`config.mk`:
```
export PLATFORM = sky130hd
export DESIGN_NAME = digclk_timer_param
export DESIGN_NICKNAME = d
export VERILOG_FILES = /design/src/rtl/digclk_timer_param.sv
export SDC_FILE = /design/constraint.sdc
export NUM_CORES = 1
export LEC_CHECK = 0
export ABC_AREA = 1
export CORE_MARGIN = 2
export CORE_UTILIZATION = 45
export DETAILED_ROUTE_END_ITERATION = 10
export PLACE_DENSITY_LB_ADDON = 0.08
export SYNTH_ARGS = -nofsm -noshare
export SYNTH_HDL_FRONTEND = slang
export SYNTH_SLANG_ARGS = --single-unit
```
`constraint.sdc`:
```
create_clock -name clk -period 2.2 [get_ports clk]
set_clock_uncertainty 0.1 [all_clocks]
set_input_delay 0.22 -clock clk [delete_from_list [all_inputs] [get_ports clk]]
set_output_delay 0.22 -clock clk [all_outputs]
set_load 0.05 [all_outputs]
```
`src/rtl/digclk_timer_param.sv`:
```
// digclk_timer_param: HH:MM:SS time-of-day counter driven from a prescaled system clock.
// Supports 24 h or 12 h (+pm) hour modes, run enable, validated synchronous load,
// and one-cycle second-tick, day-wrap and load-error strobes. All outputs are registered.
// Optional sticky alarm: compile with DIGCLK_ALARM_EN defined; otherwise alarm is tied low
// and the alarm inputs are ignored.
module digclk_timer_param #(
  parameter int TICKS_PER_SEC = 100,
  parameter int MODE_12H      = 0
) (
  input  logic       clk,
  input  logic       rst,
  input  logic       en,
  input  logic       load,
  input  logic [4:0] ld_hh,
  input  logic [5:0] ld_mm,
  input  logic [5:0] ld_ss,
  input  logic       ld_pm,
  output logic [4:0] hh,
  output logic [5:0] mm,
  output logic [5:0] ss,
  output logic       pm,
  output logic       sec_tick,
  output logic       day_wrap,
  output logic       load_err,
  input  logic       alarm_set,
  input  logic [4:0] al_hh,
  input  logic [5:0] al_mm,
  input  logic       al_pm,
  input  logic       alarm_clr,
  output logic       alarm
);

  localparam int            PW         = $clog2(TICKS_PER_SEC);
  localparam logic [PW-1:0] PRESC_LAST = PW'(TICKS_PER_SEC - 1);
  localparam bit            IS_12H     = (MODE_12H != 0);
  localparam logic [4:0]    HH_RESET   = IS_12H ? 5'd12 : 5'd0;

  logic [PW-1:0] presc_q, presc_d;
  logic [4:0]    hh_q, hh_d;
  logic [5:0]    mm_q, mm_d;
  logic [5:0]    ss_q, ss_d;
  logic          pm_q, pm_d;
  logic          tick_q, tick_d;
  logic          wrap_q, wrap_d;
  logic          err_q, err_d;
  logic          ldValid;

  // Next-state: load takes priority over counting; a rejected load changes nothing but the error strobe.
  always_comb begin
    ldValid = (ld_ss <= 6'd59) && (ld_mm <= 6'd59) &&
              (IS_12H ? ((ld_hh >= 5'd1) && (ld_hh <= 5'd12)) : (ld_hh <= 5'd23));
    presc_d = presc_q;
    hh_d    = hh_q;
    mm_d    = mm_q;
    ss_d    = ss_q;
    pm_d    = pm_q;
    tick_d  = 1'b0;
    wrap_d  = 1'b0;
    err_d   = 1'b0;
    if (load) begin
      if (ldValid) begin
        hh_d    = ld_hh;
        mm_d    = ld_mm;
        ss_d    = ld_ss;
        pm_d    = IS_12H ? ld_pm : 1'b0;
        presc_d = '0;
      end else begin
        err_d = 1'b1;
      end
    end else if (en) begin
      if (presc_q == PRESC_LAST) begin
        presc_d = '0;
        tick_d  = 1'b1;
        if (ss_q == 6'd59) begin
          ss_d = 6'd0;
          if (mm_q == 6'd59) begin
            mm_d = 6'd0;
            if (IS_12H) begin
              if (hh_q == 5'd11) begin
                hh_d   = 5'd12;
                pm_d   = ~pm_q;
                wrap_d = pm_q;
              end else if (hh_q == 5'd12) begin
                hh_d = 5'd1;
              end else begin
                hh_d = hh_q + 5'd1;
              end
            end else begin
              if (hh_q == 5'd23) begin
                hh_d   = 5'd0;
                wrap_d = 1'b1;
              end else begin
                hh_d = hh_q + 5'd1;
              end
            end
          end else begin
            mm_d = mm_q + 6'd1;
          end
        end else begin
          ss_d = ss_q + 6'd1;
        end
      end else begin
        presc_d = presc_q + PW'(1);
      end
    end
  end

  // Time, prescaler and strobe registers with synchronous reset.
  always_ff @(posedge clk) begin
    if (rst) begin
      presc_q <= '0;
      hh_q    <= HH_RESET;
      mm_q    <= 6'd0;
      ss_q    <= 6'd0;
      pm_q    <= 1'b0;
      tick_q  <= 1'b0;
      wrap_q  <= 1'b0;
      err_q   <= 1'b0;
    end else begin
      presc_q <= presc_d;
      hh_q    <= hh_d;
      mm_q    <= mm_d;
      ss_q    <= ss_d;
      pm_q    <= pm_d;
      tick_q  <= tick_d;
      wrap_q  <= wrap_d;
      err_q   <= err_d;
    end
  end

  assign hh       = hh_q;
  assign mm       = mm_q;
  assign ss       = ss_q;
  assign pm       = pm_q;
  assign sec_tick = tick_q;
  assign day_wrap = wrap_q;
  assign load_err = err_q;

`ifdef DIGCLK_ALARM_EN
  logic [4:0] alHh_q;
  logic [5:0] alMm_q;
  logic       alPm_q;
  logic       armed_q;
  logic       alarm_q;
  logic       alValid;
  logic       timeSet;
  logic       alMatch;

  // Alarm matches against the time being written this edge, so it rises with the new time value.
  always_comb begin
    alValid = (al_mm <= 6'd59) &&
              (IS_12H ? ((al_hh >= 5'd1) && (al_hh <= 5'd12)) : (al_hh <= 5'd23));
    timeSet = tick_d || (load && ldValid);
    alMatch = armed_q && timeSet && (hh_d == alHh_q) && (mm_d == alMm_q) &&
              (ss_d == 6'd0) && (!IS_12H || (pm_d == alPm_q));
  end

  // Alarm time registers and sticky flag; a new match beats a simultaneous clear.
  always_ff @(posedge clk) begin
    if (rst) begin
      alHh_q  <= 5'd0;
      alMm_q  <= 6'd0;
      alPm_q  <= 1'b0;
      armed_q <= 1'b0;
      alarm_q <= 1'b0;
    end else begin
      if (alMatch) begin
        alarm_q <= 1'b1;
      end else if (alarm_clr) begin
        alarm_q <= 1'b0;
      end
      if (alarm_set && alValid) begin
        alHh_q  <= al_hh;
        alMm_q  <= al_mm;
        alPm_q  <= IS_12H ? al_pm : 1'b0;
        armed_q <= 1'b1;
      end
    end
  end

  assign alarm = alarm_q;
`else
  logic unusedAlarmInputs;
  assign unusedAlarmInputs = ^{alarm_set, al_hh, al_mm, al_pm, alarm_clr};
  assign alarm = 1'b0;
`endif

endmodule
```
==> Word-level counts from Yosys, hierarchy flattened <==
Index checks and enable logic that the tools add are counted.
{ "totals": {"regBits": 27, "input_bits": 36, "wordCells": 62, "output_inout_bits": 22} }
{ "op_classes": {"reduce_logical": 13, "n_bitwise": 5, "order_cmp": 3, "add_sub_neg": 4, "mux": 25, "n_eq_ne": 5} }
{ "ops": {"columns": ["cell", "n"], "rows": [
  ["$mux 6", 11],
  ["$mux 5", 7],
  ["$mux 7", 4],
  ["$add 6x1->6 const B", 2],
  ["$eq 6x6->1 const B", 2],
  ["$le 6x6->1 const B", 2],
  ["$reduce_bool 2->1", 4],
  ["$add 7x1->7 const B", 1],
  ["$eq 7x7->1 const B", 1],
  ["$reduce_or 6->1", 1],
  ["$add 5x1->5 const B", 1],
  ["$eq 5x5->1 const B", 1],
  ["$le 5x5->1 const B", 1],
  ["$not 1->1", 5],
  ["$reduce_and 5->1", 1],
  ["$reduce_and 4->1", 1],
  ["$mux 1", 3],
  ["$reduce_and 3->1", 1],
  ["$reduce_or 3->1", 1],
  ["$logic_and 1x1->1", 2],
  ["$ne 2x1->1 const B", 1],
  ["$reduce_and 2->1", 1],
  ["$reduce_or 2->1", 1]
]} }

==> Logic depth before layout (Yosys ltp) <==
{ "depth": {"depth_word": 7, "depth_mapped": 10, "depth_no_buf": 10} }

==> Worst setup path after synthesis <==
Ideal clock, no wire load.
{ "synth_timing": {"path_kind": "register -> register", "start": "register ss_q[0], in the netlist ss[0]", "end": "register mm_q[5], in the netlist mm[5]", "slack_ns": 0.215, "path_stages_with_launch": 9, "setup_ns": 0.113, "required_ns": 1.987, "path_buffers": 1, "synth_period_minus_slack_ns": 1.985, "arrival_ns": 1.772, "path_cell_list": "dfxtp_1 > ha_1 > nand3_1 > o21ai_1 > and2_1 > buf_6 > nand2_4 > nor2_1 > nor2_1"} }
{ "synth_between": {"elab_chain_cells": 3} }
{ "synth_rtl": {"columns": ["element", "line", "source"], "rows": [
  ["from (decl)", "41", "logic [5:0] ss_q, ss_d;"],
  ["from (signal assigned)", "123", "ss_q <= ss_d;"],
  ["$eq 6x6->1", "74", "if (ss_q == 6'd59) begin"],
  ["$reduce_bool 2->1 (no line)", null, null],
  ["$reduce_and 4->1 (no line)", null, null],
  ["to (signal assigned)", "122", "mm_q <= mm_d;"],
  ["to (decl)", "40", "logic [5:0] mm_q, mm_d;"]
]} }
No other way between the ends.
A chain may end at the register's enable or synchronous reset.

==> Worst setup path after layout <==
{ "layout_timing": {"start": "register mm_q[2], in the netlist mm[2]", "end": "output mm[2]"} }
{ "layout_rtl": {"columns": ["element", "line", "source"], "rows": [
  ["to (decl)", "19", "output logic [5:0] mm,"]
]} }
No word-level cell between the ends.

==> metrics.txt <==
run status=finished, final reports clean; CP Cell Sequence=clkdlybuf4s50_1; Syn. warnings=0; design area=0.00217 sq mm; Final setup viols=0; setup tns final=0 ns; Sink Count=27; CTS Buf Count=3; top post-synthesis cells by count=74 x nand2_1, 36 x nor2_1, 27 x dfxtp_1, 27 x inv_1, 19 x nand3_1; Initial Util=0.462; CP Max Fanout=6; clock transition at the registers of the reported paths=around 0.1 ns; R2R Path Start=presc_q[0]$_SDFFE_PP0P_; Final Instance Count excl. Fillers=between 300 and 400; Yosys top cell by area=dfxtp_1; peak supply drop=0.000463 V; fill count=roughly 360; largest net degree at the start of global routing=18; Worst Hold Slack=around 0.4 ns; cell family with most CP delay=buffers and inverters; Antenna Nets Post-Route=0; DRC viols=0; first-pass GRT wire length=around 6700 microns; Synth area leaders=dfxtp_1 32%, nand2_1 17%, nor2_1 8.1%; Max-Cap Viols=0; deepest clock path buffer count=2; count of state elements after synthesis=27; Worst EP arrival=~1.6 ns; Placed Cells=between 300 and 400; fmax=~530 MHz; Final #Nets=345; RePlAce Congestion=0.889; GRT Util Overall=0.203; final worst-path cycle share=0.863; main flop type after synthesis=dfxtp_1; vias in the first global route=roughly 1500; Mapped Avg Cell Area=6.38 sq um; Initial DRC Count=between 150 and 200; clock latency at the later pin of the worst-skew pair=0.28 ns; Gates resized, CTS repair=0; Slew Limit Fails=0; number of cell rows=22; full die area=between 0.004 and 0.005 sq mm; overall power=1150 uW; DRT Pass-1 Iters=4; RSZ-0062 raised after global routing=no; Worst Tran Pin Value=between 0.4 and 0.5 ns; Seq/Total Area, Yosys=0.325; die width=roughly 65 microns; crit path buf inv count=1; crit end category=primary output; crit path kind=reg2out; number of enable flip-flop cells after synthesis=0; placed cell area=0.00213 sq mm; Required @ worst endpoint=1.88 ns; post-synth top area share=0.325; Yosys cell types=29; Slew headroom=0.667; input/output buffers=40; P per Cell Area=between 500 and 600 mW/mm^2; H-tree depth=1; Reg area=about 540 sq um; Via density=4.92; Die Height=64.8 microns; total wire length=3940 microns; antenna violations before repair=0; min cycle time layout=between 1.5 and 2 ns; Syn-to-layout area delta=30.4%; fraction of layout cells with a size suffix above 1=0.0658; final hold vios=0; hold depth=2; slowest stage cell, crit path=clkdlybuf4s50_1; Hold Startpoint=presc_q[6]$_SDFFE_PP0P_; CTS tree=yes; DR WL/cell=~11 microns; Overflow after GRT=0; CP Launch Point=mm[2]$_SDFFE_PP0P_; most frequent cell after synthesis=nand2_1; post-DP HPWL=2940 microns; area of the multi-input gates=960 sq um; LEAKAGE=about 0.00095 uW; Max stage delay on crit path=0.84 ns; IO Pins=between 50 and 60; core box area=between 0.003 and 0.004 sq mm; HP Class=reg2reg; number of diodes=0; Mapped Cells=261; total number of vias=between 1500 and 2000; hold buffer count at CTS=0; Mapped Area=~0.0017 sq mm; R2R depth=7; Setup Fix Bufs, Post-CTS=0; Worst path depth=1; CP startpoint kind=register; root buf cell=clkbuf_8; asr flop ratio synth=0
[worst reg2reg max path: stages, from the launching register on]
cell	delay, ns
dfxtp_1	0.40
ha_1	0.25
nand4_2	0.19
nand2_4	0.15
and2_1	0.32
nand2_4	0.11
nor2_1	0.12
nor2_1	0.05
[stage by stage]
stage / setup WS, ns / util
3_5_place_dp: 0.283 / 0.590
5_1_grt: 0.231 / 0.602
3_3_place_gp: 0.298 / 0.590
2_1_floorplan: 0.215 / -
4_1_cts: 0.288 / 0.602
6_report: 0.301 / 0.602
[final cells by class]
| class | instances | area share |
|---|---|---|
| Multi-Input combinational cell | 197 | 0.442 |
| Clock inverter | 1 | 0.00230 |
| Sequential cell | 27 | 0.249 |
| Inverter | 28 | 0.0484 |
| Clock buffer | 3 | 0.0190 |
| Timing Repair Buffer | 48 | 0.212 |
| Tap cell | 48 | 0.0276 |
[sequential cells by signal (all words and copies together), names as in the netlist]
name	count
day_wrap	1
hh	5
load_err	1
mm	6
presc_q	7
sec_tick	1
ss	6
[cells in the final DEF (no fill, tap or decap)]
cell and instances:
nand2_2 1, dfxtp_1 27, inv_1 27, clkdlybuf4s50_1 40, conb_1 2, a31o_2 1
nor2_1 36, o21ai_0 18, xnor2_1 3, nand3_1 19, nand2_4 2, o21ai_1 1
nor3_1 3, inv_2 1, nand2_1 74, clkbuf_8 3, a21oi_1 12, nor2_2 1
a21boi_0 1, and2_1 2, clkinv_2 1, nand3_2 1, nand4_2 1, nand4_1 7
ha_1 4, a211oi_1 1, nand3b_1 1, xor2_1 6, buf_4 8
[cells by family after synthesis]
logic type | count (synthesis) | share of synthesized area
adder cells (fa/ha/maj) | 4 | 0.0301
other | 1 | 0.00225
AND/OR/NAND/NOR | 148 | 0.387
buffers and inverters | 38 | 0.101
XOR/XNOR | 9 | 0.0473
AO/OA/AOI/OAI | 34 | 0.107
flip-flops | 27 | 0.325
[path summary, 6_finish.rpt]
path                                                 to  slack, ns
worst max-delay path                              mm[2]       0.30
worst min-delay path            presc_q[6]$_SDFFE_PP0P_       0.40
worst max register to register       mm[5]$_SDFFE_PP0P_       0.43
worst min register to register  presc_q[6]$_SDFFE_PP0P_       0.40
[layer usage]
| layer | share of wire | global-route usage |
|---|---|---|
| met2 | 0.47 | 0.330 |
| met3 | 0.047 | 0.0451 |
| met5 | 0 | 0 |
| met1 | 0.48 | 0.273 |
| met4 | 0.0043 | 0.0452 |
[power breakdown]
group          switching, uW  leakage, uW  total (uW)  internal [uW]
sequential              27.3     0.000220         540            512
combinational            193     0.000703         317            124
clock                    163    0.0000255         291            127
total                    384     0.000948        1150            764
Power figures use the tool's default switching activity.
